--- src/rtl/multicycle_ctrl_fsm_if.sv ---
// Control bundle between the multi-cycle sequencer, the instruction register,
// the datapath and unified memory.
interface multicycle_ctrl_fsm_if;
   logic [4:0] opcode;
   logic       mem_ready;
   logic       stall;
   logic       resume;

   logic       mem_req;
   logic       mem_we;
   logic       ir_write;
   logic       pc_write;
   logic       pc_gen_sel;
   logic       branch;
   logic [1:0] alu_op;
   logic       alu_src;
   logic       reg_write;
   logic       mem_to_reg;
   logic [1:0] rd_sel;
   logic       sys;
   logic       halted;
   logic       fault;
   logic [2:0] state;

   modport master (
      input  opcode, mem_ready, stall, resume,
      output mem_req, mem_we, ir_write, pc_write, pc_gen_sel, branch,
             alu_op, alu_src, reg_write, mem_to_reg, rd_sel,
             sys, halted, fault, state
   );

   modport slave (
      output opcode, mem_ready, stall, resume,
      input  mem_req, mem_we, ir_write, pc_write, pc_gen_sel, branch,
             alu_op, alu_src, reg_write, mem_to_reg, rd_sel,
             sys, halted, fault, state
   );
endinterface

--- src/rtl/multicycle_ctrl_fsm.sv ---
// Multi-cycle RV32I instruction sequencer: FETCH/DECODE/EXEC/MEM/WB with a
// req/ready memory handshake, stall, SYSTEM halt/resume and memory-timeout fault.
//
//   state  | meaning
//   -------+-----------------------------------------------------------
//   IDLE   | after reset, no strobes; moves to FETCH on the next edge
//   FETCH  | instruction read in flight; ir_write when memory answers
//   DECODE | opcode classified and latched; illegal opcode -> FAULT
//   EXEC   | ALU controls per class; branches and NOP-SYSTEM commit here
//   MEM    | load/store access in flight; stores commit PC on completion
//   WB     | register write-back and PC commit
//   HALT   | SYSTEM halt, waiting for resume
//   FAULT  | illegal opcode or memory timeout; sticky until reset
module multicycle_ctrl_fsm #(
   parameter int MEM_TIMEOUT = 15,
   parameter bit SYS_HALT    = 1'b1,
   parameter int WCNT_W      = 4
) (
   input  logic                   clk,
   input  logic                   rst,
   multicycle_ctrl_fsm_if.master  bus
);

   typedef enum logic [2:0] {
      S_IDLE   = 3'd0,
      S_FETCH  = 3'd1,
      S_DECODE = 3'd2,
      S_EXEC   = 3'd3,
      S_MEM    = 3'd4,
      S_WB     = 3'd5,
      S_HALT   = 3'd6,
      S_FAULT  = 3'd7
   } state_t;

   typedef enum logic [3:0] {
      C_NONE   = 4'd0,
      C_R      = 4'd1,
      C_LOAD   = 4'd2,
      C_STORE  = 4'd3,
      C_BRANCH = 4'd4,
      C_OPIMM  = 4'd5,
      C_JALR   = 4'd6,
      C_JAL    = 4'd7,
      C_AUIPC  = 4'd8,
      C_LUI    = 4'd9,
      C_SYSTEM = 4'd10
   } cls_t;

   localparam logic [WCNT_W-1:0] TMO_CNT  = WCNT_W'(MEM_TIMEOUT);
   localparam logic [WCNT_W-1:0] WAIT_MAX = {WCNT_W{1'b1}};
   localparam bit                TMO_EN   = (MEM_TIMEOUT != 0);

   state_t             st;
   state_t             st_nxt;
   cls_t               cls;
   cls_t               cls_dec;
   logic [WCNT_W-1:0]  wait_cnt;
   logic               mem_phase;
   logic               mem_wait;
   logic               timeout;
   logic               access_entry;

   logic               mem_req;
   logic               mem_we;
   logic               ir_write;
   logic               pc_write;
   logic               pc_gen_sel;
   logic               branch;
   logic [1:0]         alu_op;
   logic               alu_src;
   logic               reg_write;
   logic               mem_to_reg;
   logic [1:0]         rd_sel;
   logic               sys;
   logic               halted;
   logic               fault;

   always_comb begin
      cls_dec = C_NONE;
      case (bus.opcode)
         5'b01100: cls_dec = C_R;
         5'b00000: cls_dec = C_LOAD;
         5'b01000: cls_dec = C_STORE;
         5'b11000: cls_dec = C_BRANCH;
         5'b00100: cls_dec = C_OPIMM;
         5'b11001: cls_dec = C_JALR;
         5'b11011: cls_dec = C_JAL;
         5'b00101: cls_dec = C_AUIPC;
         5'b01101: cls_dec = C_LUI;
         5'b11100: cls_dec = C_SYSTEM;
         default:  cls_dec = C_NONE;
      endcase
   end

   // A memory-ready on the terminal-count cycle still completes the access.
   always_comb begin
      mem_phase    = (st == S_FETCH) || (st == S_MEM);
      mem_wait     = mem_phase && !bus.mem_ready;
      timeout      = TMO_EN && mem_wait && (wait_cnt == TMO_CNT);
      access_entry = ((st_nxt == S_FETCH) || (st_nxt == S_MEM)) && (st_nxt != st);
   end

   always_ff @(posedge clk) begin
      if (!rst) begin
         st       <= S_IDLE;
         cls      <= C_NONE;
         wait_cnt <= '0;
      end else begin
         st <= st_nxt;
         if (st == S_DECODE) begin
            cls <= cls_dec;
         end
         if (access_entry) begin
            wait_cnt <= '0;
         end else if (mem_wait && (wait_cnt != WAIT_MAX)) begin
            wait_cnt <= wait_cnt + WCNT_W'(1);
         end
      end
   end

   always_comb begin
      st_nxt = st;
      case (st)
         S_IDLE: st_nxt = S_FETCH;
         S_FETCH: begin
            if (bus.mem_ready) begin
               st_nxt = S_DECODE;
            end else if (timeout) begin
               st_nxt = S_FAULT;
            end
         end
         S_DECODE: st_nxt = (cls_dec == C_NONE) ? S_FAULT : S_EXEC;
         S_EXEC: begin
            if (!bus.stall) begin
               case (cls)
                  C_BRANCH:        st_nxt = S_FETCH;
                  C_LOAD, C_STORE: st_nxt = S_MEM;
                  C_SYSTEM:        st_nxt = SYS_HALT ? S_HALT : S_FETCH;
                  default:         st_nxt = S_WB;
               endcase
            end
         end
         S_MEM: begin
            if (bus.mem_ready) begin
               st_nxt = (cls == C_STORE) ? S_FETCH : S_WB;
            end else if (timeout) begin
               st_nxt = S_FAULT;
            end
         end
         S_WB: begin
            if (!bus.stall) begin
               st_nxt = S_FETCH;
            end
         end
         S_HALT: begin
            if (bus.resume) begin
               st_nxt = S_FETCH;
            end
         end
         S_FAULT: st_nxt = S_FAULT;
         default: st_nxt = S_IDLE;
      endcase
   end

   always_comb begin
      mem_req    = 1'b0;
      mem_we     = 1'b0;
      ir_write   = 1'b0;
      pc_write   = 1'b0;
      pc_gen_sel = 1'b0;
      branch     = 1'b0;
      alu_op     = 2'b00;
      alu_src    = 1'b0;
      reg_write  = 1'b0;
      mem_to_reg = 1'b0;
      rd_sel     = 2'b00;
      sys        = 1'b0;
      halted     = 1'b0;
      fault      = 1'b0;

      // ALU controls stay valid through MEM so the address holds during the access.
      if ((st == S_EXEC) || (st == S_MEM)) begin
         case (cls)
            C_R:             begin alu_op = 2'b10; alu_src = 1'b0; end
            C_OPIMM:         begin alu_op = 2'b11; alu_src = 1'b1; end
            C_LOAD, C_STORE: begin alu_op = 2'b00; alu_src = 1'b1; end
            C_BRANCH:        begin alu_op = 2'b01; alu_src = 1'b0; end
            default:         begin alu_op = 2'b00; alu_src = 1'b0; end
         endcase
      end

      case (st)
         S_FETCH: begin
            mem_req  = 1'b1;
            ir_write = bus.mem_ready;
         end
         S_EXEC: begin
            if (cls == C_BRANCH) begin
               branch   = !bus.stall;
               pc_write = !bus.stall;
            end else if ((cls == C_SYSTEM) && !SYS_HALT) begin
               sys      = !bus.stall;
               pc_write = !bus.stall;
            end
         end
         S_MEM: begin
            mem_req  = 1'b1;
            mem_we   = (cls == C_STORE);
            alu_src  = 1'b1;
            pc_write = (cls == C_STORE) && bus.mem_ready;
         end
         S_WB: begin
            reg_write  = !bus.stall;
            pc_write   = !bus.stall;
            mem_to_reg = (cls == C_LOAD);
            pc_gen_sel = (cls == C_JALR);
            case (cls)
               C_AUIPC:       rd_sel = 2'b01;
               C_JAL, C_JALR: rd_sel = 2'b10;
               C_LUI:         rd_sel = 2'b11;
               default:       rd_sel = 2'b00;
            endcase
         end
         S_HALT: begin
            halted   = 1'b1;
            sys      = 1'b1;
            pc_write = bus.resume;
         end
         S_FAULT: fault = 1'b1;
         default: ;
      endcase
   end

   assign bus.mem_req    = mem_req;
   assign bus.mem_we     = mem_we;
   assign bus.ir_write   = ir_write;
   assign bus.pc_write   = pc_write;
   assign bus.pc_gen_sel = pc_gen_sel;
   assign bus.branch     = branch;
   assign bus.alu_op     = alu_op;
   assign bus.alu_src    = alu_src;
   assign bus.reg_write  = reg_write;
   assign bus.mem_to_reg = mem_to_reg;
   assign bus.rd_sel     = rd_sel;
   assign bus.sys        = sys;
   assign bus.halted     = halted;
   assign bus.fault      = fault;
   assign bus.state      = st;

endmodule
--- src/flat_wrapper.sv ---
// flat-port wrapper written by rule: the top's interface ports become plain ports
module multicycle_ctrl_fsm_flat 
#(
   parameter int MEM_TIMEOUT = 15,
   parameter bit SYS_HALT    = 1'b1,
   parameter int WCNT_W      = 4
)
  (clk, rst, bus_opcode, bus_mem_ready, bus_stall, bus_resume, bus_mem_req, bus_mem_we, bus_ir_write, bus_pc_write, bus_pc_gen_sel, bus_branch, bus_alu_op, bus_alu_src, bus_reg_write, bus_mem_to_reg, bus_rd_sel, bus_sys, bus_halted, bus_fault, bus_state);
  multicycle_ctrl_fsm_if bus_i ();
  input  logic clk;
  input  logic rst;
  input wire logic [$bits(bus_i.opcode)-1:0] bus_opcode;
  input wire logic [$bits(bus_i.mem_ready)-1:0] bus_mem_ready;
  input wire logic [$bits(bus_i.stall)-1:0] bus_stall;
  input wire logic [$bits(bus_i.resume)-1:0] bus_resume;
  output wire logic [$bits(bus_i.mem_req)-1:0] bus_mem_req;
  output wire logic [$bits(bus_i.mem_we)-1:0] bus_mem_we;
  output wire logic [$bits(bus_i.ir_write)-1:0] bus_ir_write;
  output wire logic [$bits(bus_i.pc_write)-1:0] bus_pc_write;
  output wire logic [$bits(bus_i.pc_gen_sel)-1:0] bus_pc_gen_sel;
  output wire logic [$bits(bus_i.branch)-1:0] bus_branch;
  output wire logic [$bits(bus_i.alu_op)-1:0] bus_alu_op;
  output wire logic [$bits(bus_i.alu_src)-1:0] bus_alu_src;
  output wire logic [$bits(bus_i.reg_write)-1:0] bus_reg_write;
  output wire logic [$bits(bus_i.mem_to_reg)-1:0] bus_mem_to_reg;
  output wire logic [$bits(bus_i.rd_sel)-1:0] bus_rd_sel;
  output wire logic [$bits(bus_i.sys)-1:0] bus_sys;
  output wire logic [$bits(bus_i.halted)-1:0] bus_halted;
  output wire logic [$bits(bus_i.fault)-1:0] bus_fault;
  output wire logic [$bits(bus_i.state)-1:0] bus_state;
  assign bus_i.opcode = bus_opcode;
  assign bus_i.mem_ready = bus_mem_ready;
  assign bus_i.stall = bus_stall;
  assign bus_i.resume = bus_resume;
  assign bus_mem_req = bus_i.mem_req;
  assign bus_mem_we = bus_i.mem_we;
  assign bus_ir_write = bus_i.ir_write;
  assign bus_pc_write = bus_i.pc_write;
  assign bus_pc_gen_sel = bus_i.pc_gen_sel;
  assign bus_branch = bus_i.branch;
  assign bus_alu_op = bus_i.alu_op;
  assign bus_alu_src = bus_i.alu_src;
  assign bus_reg_write = bus_i.reg_write;
  assign bus_mem_to_reg = bus_i.mem_to_reg;
  assign bus_rd_sel = bus_i.rd_sel;
  assign bus_sys = bus_i.sys;
  assign bus_halted = bus_i.halted;
  assign bus_fault = bus_i.fault;
  assign bus_state = bus_i.state;
  multicycle_ctrl_fsm #(.MEM_TIMEOUT(MEM_TIMEOUT), .SYS_HALT(SYS_HALT), .WCNT_W(WCNT_W)) u_core (.clk(clk), .rst(rst), .bus(bus_i));
endmodule
--- config.mk ---
export PLATFORM = sky130hd
export DESIGN_NAME = multicycle_ctrl_fsm_flat
export DESIGN_NICKNAME = d
export VERILOG_FILES = /design/src/rtl/multicycle_ctrl_fsm_if.sv /design/src/rtl/multicycle_ctrl_fsm.sv /design/src/flat_wrapper.sv
export SDC_FILE = /design/constraint.sdc
export NUM_CORES = 1
export LEC_CHECK = 0
export CORE_MARGIN = 10
export CORE_UTILIZATION = 50
export CTS_CLUSTER_DIAMETER = 200
export DETAILED_ROUTE_END_ITERATION = 10
export PLACE_DENSITY = 0.83
export SLEW_MARGIN = 40
export SYNTH_ARGS = -nofsm -noshare
export SYNTH_HDL_FRONTEND = slang
export SYNTH_SLANG_ARGS = --single-unit
--- constraint.sdc ---
create_clock -name clk -period 3.9 [get_ports clk]
set_input_delay 0.39 -clock clk [delete_from_list [all_inputs] [get_ports clk]]
set_output_delay 0.39 -clock clk [all_outputs]
set_load 0.02 [all_outputs]
; ---- After elaboration in Yosys (flattened, before gate mapping)
; Memories as Yosys holds them, arrays and structs flattened.
; Cells that the tools add are included.
[classes]
n_eq_ne = 22
n_mux = 28
reduce_logical = 17
n_bitwise = 1
addsub = 1
[ops]
columns = op, count
row1 = $mux 3, 8
row2 = $pmux 3 s8, 1
row3 = $eq 4x3->1 const B, 4
row4 = $eq 4x4->1 const B, 4
row5 = $eq 3x3->1 const B, 5
row6 = $mux 1, 13
row7 = $pmux 2 s3, 2
row8 = $pmux 3 s3, 1
row9 = $eq 4x2->1 const B, 2
row10 = $reduce_or 2->1, 4
row11 = $eq 3x1->1 const B, 2
row12 = $eq 3x2->1 const B, 2
row13 = $logic_and 1x1->1, 5
row14 = $add 4x1->4 const B, 1
row15 = $eq 4x1->1 const B, 1
row16 = $logic_not 4->1, 1
row17 = $mux 2, 2
row18 = $ne 4x4->1 const B, 1
row19 = $pmux 1 s4, 1
row20 = $logic_not 3->1, 1
row21 = $logic_or 1x1->1, 3
row22 = $ne 3x3->1, 1
row23 = $reduce_or 3->1, 1
row24 = $logic_not 1->1, 2
row25 = $not 1->1, 1
[totals]
romBits = 128
memories = 1
word_cells = 73
in_bits = 10
out_inout_bits = 19
reg_bits = 11
[memory_table]
columns = memory, words, word_bits, rd, rd_ports_with_merged_regs, wr, line
row1 = (no name shown), 32, 4, 1, 0, 0, multicycle_ctrl_fsm.sv:80  ; case (bus.opcode)

; ---- Longest topological paths before layout
[logic_depth]
word_depth = 11
depth_mapped = 6
mapped_depth_nobuf = 6

; ---- Worst setup path before layout
; OpenSTA, ideal clock, no wires.
[synth_timing]
path_kind = register -> output
start = register u_core.cls[1]
end = output port bus_pc_write
arrival_time_ps = 1920
stages_incl_launch_ff = 5
t_required_ps = 3510
slack_ps = 1590
path_cell_list = dfxtp_1 > buf_2 > nor4b_1 > nor4b_1 > a221o_1
[synth_between]
elab_chain_len = 3
[synth_rtl]
columns = item, line
row1 = from (decl), multicycle_ctrl_fsm.sv:55  ; cls_t cls;
row2 = from (signal assigned), multicycle_ctrl_fsm.sv:111  ; cls <= cls_dec;
row3 = $eq 4x3->1 / $eq 4x2->1 (equally long branches), "multicycle_ctrl_fsm.sv:198, multicycle_ctrl_fsm.sv:210"
row4 = $mux 1 / $logic_and 1x1->1 (equally long branches), "multicycle_ctrl_fsm.sv:198, multicycle_ctrl_fsm.sv:210"
row5 = $pmux 1 s4 *, multicycle_ctrl_fsm.sv:192  ; case (st)
row6 = to (decl), flat_wrapper.sv:19  ; output wire logic [$bits(bus_i.pc_write)-1:0] bus_pc_write;
; Mark *: on every way between the ends. The rest lies on a longest branch, timed or not.

; ---- Worst setup path after layout
[layout_timing]
start = register u_core.st[1], in the netlist u_core.bus.state[1]
end = output port bus_alu_op[0]
[layout_between]
elab_chain_len = 3
[layout_rtl]
columns = item, line
row1 = from (decl), multicycle_ctrl_fsm.sv:53  ; state_t st;
row2 = from (signal assigned), multicycle_ctrl_fsm.sv:109  ; st <= st_nxt;
row3 = $eq 3x2->1 / $eq 3x3->1 (equally long branches), multicycle_ctrl_fsm.sv:182  ; if ((st == S_EXEC) || (st == S_MEM)) begin
row4 = $logic_or 1x1->1 *, multicycle_ctrl_fsm.sv:182
row5 = $mux 2 *, multicycle_ctrl_fsm.sv:182
row6 = to (decl), flat_wrapper.sv:22  ; output wire logic [$bits(bus_i.alu_op)-1:0] bus_alu_op;
; Marked as above.

==> key figures <==
Synthesis
  – Share of async-settable or async-resettable flops after synthesis: 0
  – Post-synth EDFFs: 0
  – Syn Inst Count: 128
  – Syn. warnings: 0
  – Main flop type after synthesis: dfxtp_1
  – Yosys top cell area share: 0.209
  – Synth top area cells: dfxtp_1 (21%), a2111oi_4 (7.8%), nor2_1 (3.9%)
  – Synth Register Bits: 11
  – Sequential area share after synthesis: 0.209
  – Syn Area/Cell: 8.22 sq um
  – Top post-synthesis cells by count: dfxtp_1 (11), nor2_1 (11), a31oi_1 (6), inv_1 (6), nand2_1 (6)
  – Post-synth cell types: 56
  – Largest area contributor in the netlist: dfxtp_1
  – Total nets after synthesis: 139
  – Syn Std Cell Area: 1050 sq um

Timing
  – F_max: 0.325 GHz
  – Setup TNS: 0 ps
  – Final Hold Viols: 0
  – RSZ-0062 raised after global routing: no
  – Period minus WS final: 3080 ps
  – Endpoints failing setup: 0
  – Slew HR: 0.545
  – Fin crit share: 0.790
  – Fin. max-slew vios: 0
  – Worst Max-Slew Pin Slew: 681 ps
  – Worst Skew: 0.682 ps

Routing
  – Vias per cell: 6.28
  – Routed WL: 2960 um
  – WL/cell: 16.8 um
  – First-pass iteration count of the detailed router: 4
  – Remaining antenna violation count: 0
  – Via count: 1,106
  – DRC Markers: 0
  – Initial DRC count: 88

Final layout
  – Share of layout cells above drive strength 1: 0.0671
  – Nets: 161
  – Core Util, Final: 0.672
  – Area grow syn2layout: 26.6%
  – Antenna diode count: 0

Placement
  – HPWL Detailed: 2330 um
  – Placer Congestion: 0.897
  – PortBufs: 28

Die
  – Die height: 65.9 um
  – # IOs: 29
  – Die Wd: 65.9 um
  – Core area: 1980 sq um
  – Rows: 16
  – Initial core utilization: 0.531
  – Die Area: 4340 sq um

Clock network
  – Root Buffer: clkbuf_4
  – Num CTS Buffers: 3
  – Worst-Skew Late Latency: 270 ps
  – Setup bufs post-CTS: 0
  – CTS max path bufs: 2
  – CTS Sinks: 11
  – Post-CTS sizing: 0
  – Hold_buf cts: 0
  – Clk slew on worst S/H paths: 70 ps
  – TritonCTS clock tree: done
  – H-tree levels: 1

Power and ir drop
  – Leak Pwr: 0.449 nW
  – PD cells: 428 nW/um^2
  – Tot Pwr: 0.570 mW
  – Peak VDD IR: 0.434 mV

Global routing
  – Global Route Usage Sum: 0.137
  – Vias in the first global route: 991
  – Initial antenna violation count: 0
  – Overflow after GRT: 0
  – Largest net degree at the start of global routing: 20
  – First-pass GRT wire length: 4840 um

Job
  – Max-cap viol count: 0

Setup path
  – Req. time, crit path: 3510 ps
  – Crit path DAT: 2690 ps
  – CP max-delay cell: dfxtp_1
  – Crit-path max cell delay: 760 ps
  – Critical path, cell by cell: inv_1 -> or2_2 -> o21ai_0 -> nand2b_1 -> nor3b_1 -> clkdlybuf4s50_1
  – Crit. End Element: output pin
  – Worst Setup Start Kind: flop
  – Crit Path Category: reg -> out
  – CP max FO: 19

Outcome
  – Outcome: complete, no violations

Hold path
  – Worst hold path class: reg -> reg
[per-layer routing]
layer  track usage  vias up  wire length [um]
met5             0        -                 0
met4        0.0401        0                40
met3        0.0441        7               215
met2         0.222       35              1460
met1         0.167      525              1250
li1              -      539                 -
[kinds of logic (layout without fill, tap and decap cells)]
family,after synthesis,in the layout,share of synthesized area
flip-flops,11,11,0.209
XOR/XNOR,3,3,0.0250
multiplexers,2,2,0.0190
adder cells (fa/ha/maj),1,1,0.0119
AO/OA/AOI/OAI,42,42,0.366
AND/OR/NAND/NOR,52,52,0.290
buffers and inverters,17,38,0.0785
[layout by cell type (no fill, tap or decap), drive strengths merged, types with 3 or more instances in the layout]
cell | Yosys | routed
inv | 6 | 6
and3 | 3 | 3
o31ai | 3 | 3
clkdlybuf4s50 | 0 | 28
or3 | 3 | 3
nand2b | 6 | 6
dfxtp | 11 | 11
a21boi | 3 | 3
clkbuf | 4 | 4
nor3 | 3 | 3
o21ai | 4 | 4
a31oi | 6 | 6
nor3b | 4 | 4
nor2 | 11 | 11
nand2 | 6 | 6
nor2b | 3 | 3
a2111oi | 3 | 3
[stage by stage]
step,cells,hold slack (ps),area (sq um),worst slack [ps]
2_1_floorplan,128,511,1050,1590
3_3_place_gp,172,531,1310,1300
3_5_place_dp,172,565,1310,1180
4_1_cts,176,575,1330,870
5_1_grt,176,622,1330,680
6_report,176,566,1330,820
[flip-flops by register name (all words and copies together) (netlist names)]
signal / flops
u_core.bus.state: 3
u_core.wait_cnt: 4
u_core.cls: 4
[layout make-up]
class	count	area, sq um
clock buffer	4	26.3
inverter	6	22.5
multi-input combinational	100	749
fill	179	649
sequential	11	220
timing repair buffer	28	280
tap	27	33.8
[report_power, final]
part | switching [mW] | internal (mW) | total, mW
clock network | 0.0406 | 0.0397 | 0.0803
registers | 0.0617 | 0.134 | 0.195
logic | 0.159 | 0.135 | 0.294
total | 0.261 | 0.309 | 0.570
[worst paths after layout]
path,startpoint,end,slack [ps],depth (start not counted)
worst max register to register,u_core.bus.state[1],u_core.wait_cnt[0],1620,5
worst min register to register,u_core.wait_cnt[1],u_core.wait_cnt[1],570,2
worst max-delay path,u_core.bus.state[1],bus_alu_op[0],820,6
worst min-delay path,u_core.wait_cnt[1],u_core.wait_cnt[1],570,2
[worst max-delay path: cells and delay by family, from the launching register on]
kind            cells  cell delay [ps]
compound gates      1               80
flops               1              760
buf+inv             2              900
simple gates        3              660
Note: power is estimated with default switching activity, not from simulation.
